File: config.mk
export PLATFORM = sky130hd
export DESIGN_NAME = ifmap_fifo
export DESIGN_NICKNAME = d
export VERILOG_FILES = /design/src/rtl/ifmap_fifo.sv
export SDC_FILE = /design/constraint.sdc
export NUM_CORES = 1
export LEC_CHECK = 0
export BUFFER_PORTS_ARGS = -buffer_cell sky130_fd_sc_hd__buf_2
export CAP_MARGIN = 15
export CORE_UTILIZATION = 35
export CTS_BUF_LIST = sky130_fd_sc_hd__clkbuf_16
export DETAILED_ROUTE_END_ITERATION = 10
export GPL_TIMING_DRIVEN = 0
export HOLD_SLACK_MARGIN = 0.12
export PLACE_DENSITY = 0.53
export SLEW_MARGIN = 30
export SYNTH_ARGS = -nofsm -noshare
export SYNTH_HDL_FRONTEND = slang
export SYNTH_SLANG_ARGS = --single-unit
File: constraint.sdc
create_clock -name clk -period 3.8 [get_ports clk]
set_input_delay 0 -clock clk [delete_from_list [all_inputs] [get_ports clk]]
set_output_delay 0 -clock clk [all_outputs]
set_load 0.02 [all_outputs]
File: src/rtl/ifmap_fifo.sv
// Byte-granular ifmap FIFO feeding one PE-array row: single-byte or 4-byte burst
// pushes, first-word-fall-through head byte, occupancy and sticky error flags.
module ifmap_fifo #(
    parameter int DEPTH = 8,
    parameter int CNT_W = $clog2(DEPTH) + 1
) (
    input  logic             clk,
    input  logic             rst_n,
    input  logic             fifo_reset_i,
    input  logic             push_i,
    input  logic             push_mod_i,
    input  logic [31:0]      push_data_i,
    input  logic             pop_i,
    output logic [7:0]       pop_data_o,
    output logic             full_o,
    output logic             empty_o,
    output logic             burst_ready_o,
    output logic [CNT_W-1:0] count_o,
    output logic             overflow_o,
    output logic             underflow_o
);

    localparam int PTR_W = $clog2(DEPTH);

    logic [7:0]       mem [DEPTH];
    logic [PTR_W-1:0] rd_ptr;
    logic [PTR_W-1:0] wr_ptr;
    logic [CNT_W-1:0] count;
    logic             overflow;
    logic             underflow;

    logic             clear;
    logic [CNT_W-1:0] push_len;
    logic [CNT_W-1:0] free_slots;
    logic             push_ok;
    logic             pop_ok;
    logic [CNT_W-1:0] count_next;

    assign clear      = !rst_n || fifo_reset_i;
    assign push_len   = push_mod_i ? CNT_W'(4) : CNT_W'(1);
    assign free_slots = CNT_W'(DEPTH) - count;

    // Room is judged on the pre-pop count, so a same-cycle pop never makes space.
    assign push_ok    = push_i && (free_slots >= push_len);
    assign pop_ok     = pop_i && (count != '0);

    always_comb begin
        count_next = count;
        if (push_ok) begin
            count_next = count_next + push_len;
        end
        if (pop_ok) begin
            count_next = count_next - CNT_W'(1);
        end
    end

    always_ff @(posedge clk) begin
        if (clear) begin
            rd_ptr    <= '0;
            wr_ptr    <= '0;
            count     <= '0;
            overflow  <= 1'b0;
            underflow <= 1'b0;
        end else begin
            count <= count_next;
            if (push_ok) begin
                wr_ptr <= wr_ptr + PTR_W'(push_len);
            end
            if (pop_ok) begin
                rd_ptr <= rd_ptr + PTR_W'(1);
            end
            if (push_i && !push_ok) begin
                overflow <= 1'b1;
            end
            if (pop_i && !pop_ok) begin
                underflow <= 1'b1;
            end
        end
    end

    // Storage is never cleared; a burst writes all four lanes or none.
    always_ff @(posedge clk) begin
        if (!clear && push_ok) begin
            for (int k = 0; k < 4; k++) begin
                if (k == 0 || push_mod_i) begin
                    mem[wr_ptr + PTR_W'(k)] <= push_data_i[8*k +: 8];
                end
            end
        end
    end

    assign pop_data_o    = (count == '0) ? 8'h00 : mem[rd_ptr];
    assign full_o        = (count == CNT_W'(DEPTH));
    assign empty_o       = (count == '0);
    assign burst_ready_o = (free_slots >= CNT_W'(4));
    assign count_o       = count;
    assign overflow_o    = overflow;
    assign underflow_o   = underflow;

endmodule
==> impl_metrics.csv <==
group,metric,value,unit
clocking,clk_latency,0.35,ns
pwr,leakagePower,2.30,nW
routing,firstDrtPassIters,7,
placement,port_buffers,39,
die,dieArea,0.0174,sq mm
critical_path,arrival,3.77,ns
placement,dp_slack,-0.0996,ns
grt,grt_pass1_wl,35400,microns
synthesis,synth_nets,670,
synthesis,synth_area_leaders,"edfxtp_1 (33%), mux4_2 (6.1%), dfxtp_1 (5.1%), o21ai_0 (5.0%), mux2i_1 (4.2%)",
critical_path,cp-start-kind,"flop",
clocking,root_buffer,"clkbuf_16",
min_path,holdCritStartpoint,"fifo_reset_i",
pwr,p_total,2.45,mW
timing,finalMaxSlewViolations,0,
synthesis,async_flop_share,0,%
clocking,cts.sink_count,79,
layout,nNetsFinal,735,
run_status,status,"finished, final reports clean",
layout,final_util,41.8,%
timing,tightestPinTransition,1.04,ns
timing,fin_worst_skew,0.00664,ns
die,core-area,0.0165,sq mm
routing,ant_nets,0,
synthesis,synth-seq-cells,79,
placement,numPlacedInstances,881,
critical_path,cp_max_fo,9,
layout,diodes,0,
timing,hold_violations,0,
clocking,clkTransAtPathRegs,0.06,ns
critical_path,cp_slowest_cell,"dlygate4sd3_1",
synthesis,ys_types,64,
min_path,holdCritPathClass,"input port to flop",
synthesis,synth_top_area_share,32.5,%
layout,fill_cells,1622,
grt,grtUsageTotal,27.3,%
critical_path,critPathTopFamily,"buffers and inverters",
layout,drive_gt1_share,18.0,%
layout,post_layout_nonfiller_instances,910,
routing,drt_wl_total,23400,microns
timing,max_freq,0.273,GHz
die,die_x,132,microns
layout,area_growth,17.0,%
die,die_height,132,microns
clocking,htree_levels,3,
critical_path,setup.worst_path.end_class,"flop",
grt,grt_overflow,0,
synthesis,synth-edff-count,64,
timing,setup_violations,0,
critical_path,path_buf_inv,5,
routing,first_iter_violations,982,
placement,dpl.hpwl,17300,microns
pwr,ir_drop,0.194,mV
critical_path,cpPeakStageDelay,0.55,ns
timing,layout_worst_path_cycle_share,96.5,%
routing,post-route-drc-count,0,
pwr,powerDensity,354,mW/mm^2
clocking,cts_tree,"built",
die,rows,47,
routing,wire_per_inst,25.7,microns
synthesis,synth_warnings,0,
timing,final.setup.worst_slack,0.134,ns
grt,antenna_found_initial,0,
clocking,ctsLongestPathBuffers,2,
run,maxCapViolCount,0,
critical_path,worstSetupPathType,"flop to flop",
grt,grt_pass1_vias,5833,
die,initial_core_util,35.8,%
routing,via_per_inst,6.54,
placement,place_area,0.00643,sq mm
synthesis,yosys_most_used_dff,"edfxtp_1",
timing,max_slew_margin,30.3,%
clocking,cts_inserted_buffers,9,
critical_path,required,3.91,ns
layout,final_area,0.00692,sq mm
synthesis,ys_top_cells_by_count,"edfxtp_1 (64), o21ai_0 (59), nand2_1 (39), a31oi_1 (36), clkbuf_1 (32)",
synthesis,yosysMostFrequentCell,"edfxtp_1",
synthesis,yosys.area.top_type,"edfxtp_1",
critical_path,crit_start,"count_o[0]$_SDFF_PP0_",
synthesis,synth.yosys.seq_area_share,37.6,%
synthesis,syn_area,0.00591,sq mm
critical_path,worstReg2RegStart,"count_o[0]$_SDFF_PP0_",
synthesis,postSynthAreaPerCell,9.53,sq um
critical_path,cp_cell_sequence,"buf_2 -> inv_1 -> ha_1 -> xnor2_1 -> ha_1 -> a2111oi_4 -> or4_1 -> buf_2 -> and2_1 -> clkbuf_4 -> a21oi_1 -> dlygate4sd3_1",
timing,period_needed,3.67,ns
die,ios,55,
synthesis,synthCells,620,
routing,vias,5954,
placement,gp_congestion,0.990,
grt,grt_max_degree,14,
## registers in the layout (all words and copies together) (netlist names), named ones only
name	count
wr_ptr	3
count_o	4
mem	64
underflow_o	1
rd_ptr	3
overflow_o	1
## path summary, 6_finish.rpt
| kind | to | cells past startpoint | slack (ns) |
|---|---|---|---|
| setup / recovery | mem[0][7]$_DFFE_PP_ | 12 | 0.13 |
| hold / removal | count_o[2]$_SDFF_PP0_ | 3 | 0.14 |
| setup reg to reg | mem[0][7]$_DFFE_PP_ | 12 | 0.13 |
| hold reg to reg | underflow_o$_SDFFE_PP0P_ | 2 | 0.46 |
## power by group
part	total (mW)	switching (mW)	internal [mW]
Clock	0.925	0.356	0.569
Combinational	0.557	0.379	0.178
Sequential	0.968	0.00913	0.959
## cell families after synthesis
kind of cell               synth area share (%)
AOI/OAI and AO/OA                          27.3
xor gates and xnor gates                   1.48
adders and majority gates                  2.54
buffers and inverters                      5.29
DFF                                        37.6
muxes                                      10.3
and+or+nand+nor                            15.5
## stage by stage
stage | setup TNS (ns) | hold WS, ns
2_1_floorplan | 0 | 0.141
3_3_place_gp | -5.07 | 0.258
3_5_place_dp | -3.32 | 0.262
4_1_cts | 0 | 0.123
5_1_grt | -0.000257 | 0.152
6_report | 0 | 0.145
## final cells by class
type	instances	area [sq um]	share of cell area (%)
multi-input cells	466	3470	50.2
flip-flops and latches	79	2220	32.1
repair buffers	54	320	4.63
well taps	220	275	3.98
plain buffers	60	260	3.76
clock buffers	9	225	3.26
clock inverters	7	87.6	1.27
inverters	15	56.3	0.814
## timing repair
item / in CTS / in global routing
gates resized for setup: 2 / 9
endpoints found under the hold margin: 11 / 0
endpoints found under the setup margin: 54 / 53
setup buffers: 3 / 3
hold buffers: 7 / 0
pin swaps: 2 / 1
## per-layer routing
layer  track usage (%)  wire, microns  vias to the layer above
met5                 0              0                        -
met4              12.9           1020                        0
met3              5.65           1770                       85
met2              43.8          10800                      361
met1              35.2           9790                     2879
li1                  -              -                     2629
## worst reg2reg max path, cell delays in order (launching register included)
cell and delay, ns:
dfxtp_1 0.35, buf_2 0.22, inv_1 0.09, ha_1 0.24, xnor2_1 0.15, ha_1 0.38
a2111oi_4 0.54, or4_1 0.20, buf_2 0.24, and2_1 0.16, clkbuf_4 0.22, a21oi_1 0.08
dlygate4sd3_1 0.55
## layout by cell type, fill, tap and decap left out, types with 12 or more instances in the layout
master	netlist	routed
inv_1	15	15
dfxtp_1	15	15
a21oi_1	28	28
o21ai_0	59	57
clkbuf_1	32	31
mux2i_1	25	25
ha_1	12	12
o2bb2ai_1	24	24
a311oi_1	20	20
buf_1	12	12
nor2_1	31	31
nor3_1	18	15
o22ai_1	15	15
a211oi_1	19	19
a31oi_1	36	36
buf_2	12	53
nand2_1	39	38
nand4_1	15	15
edfxtp_1	64	64
mux4_2	16	16
(Power assumes the default switching activity.)
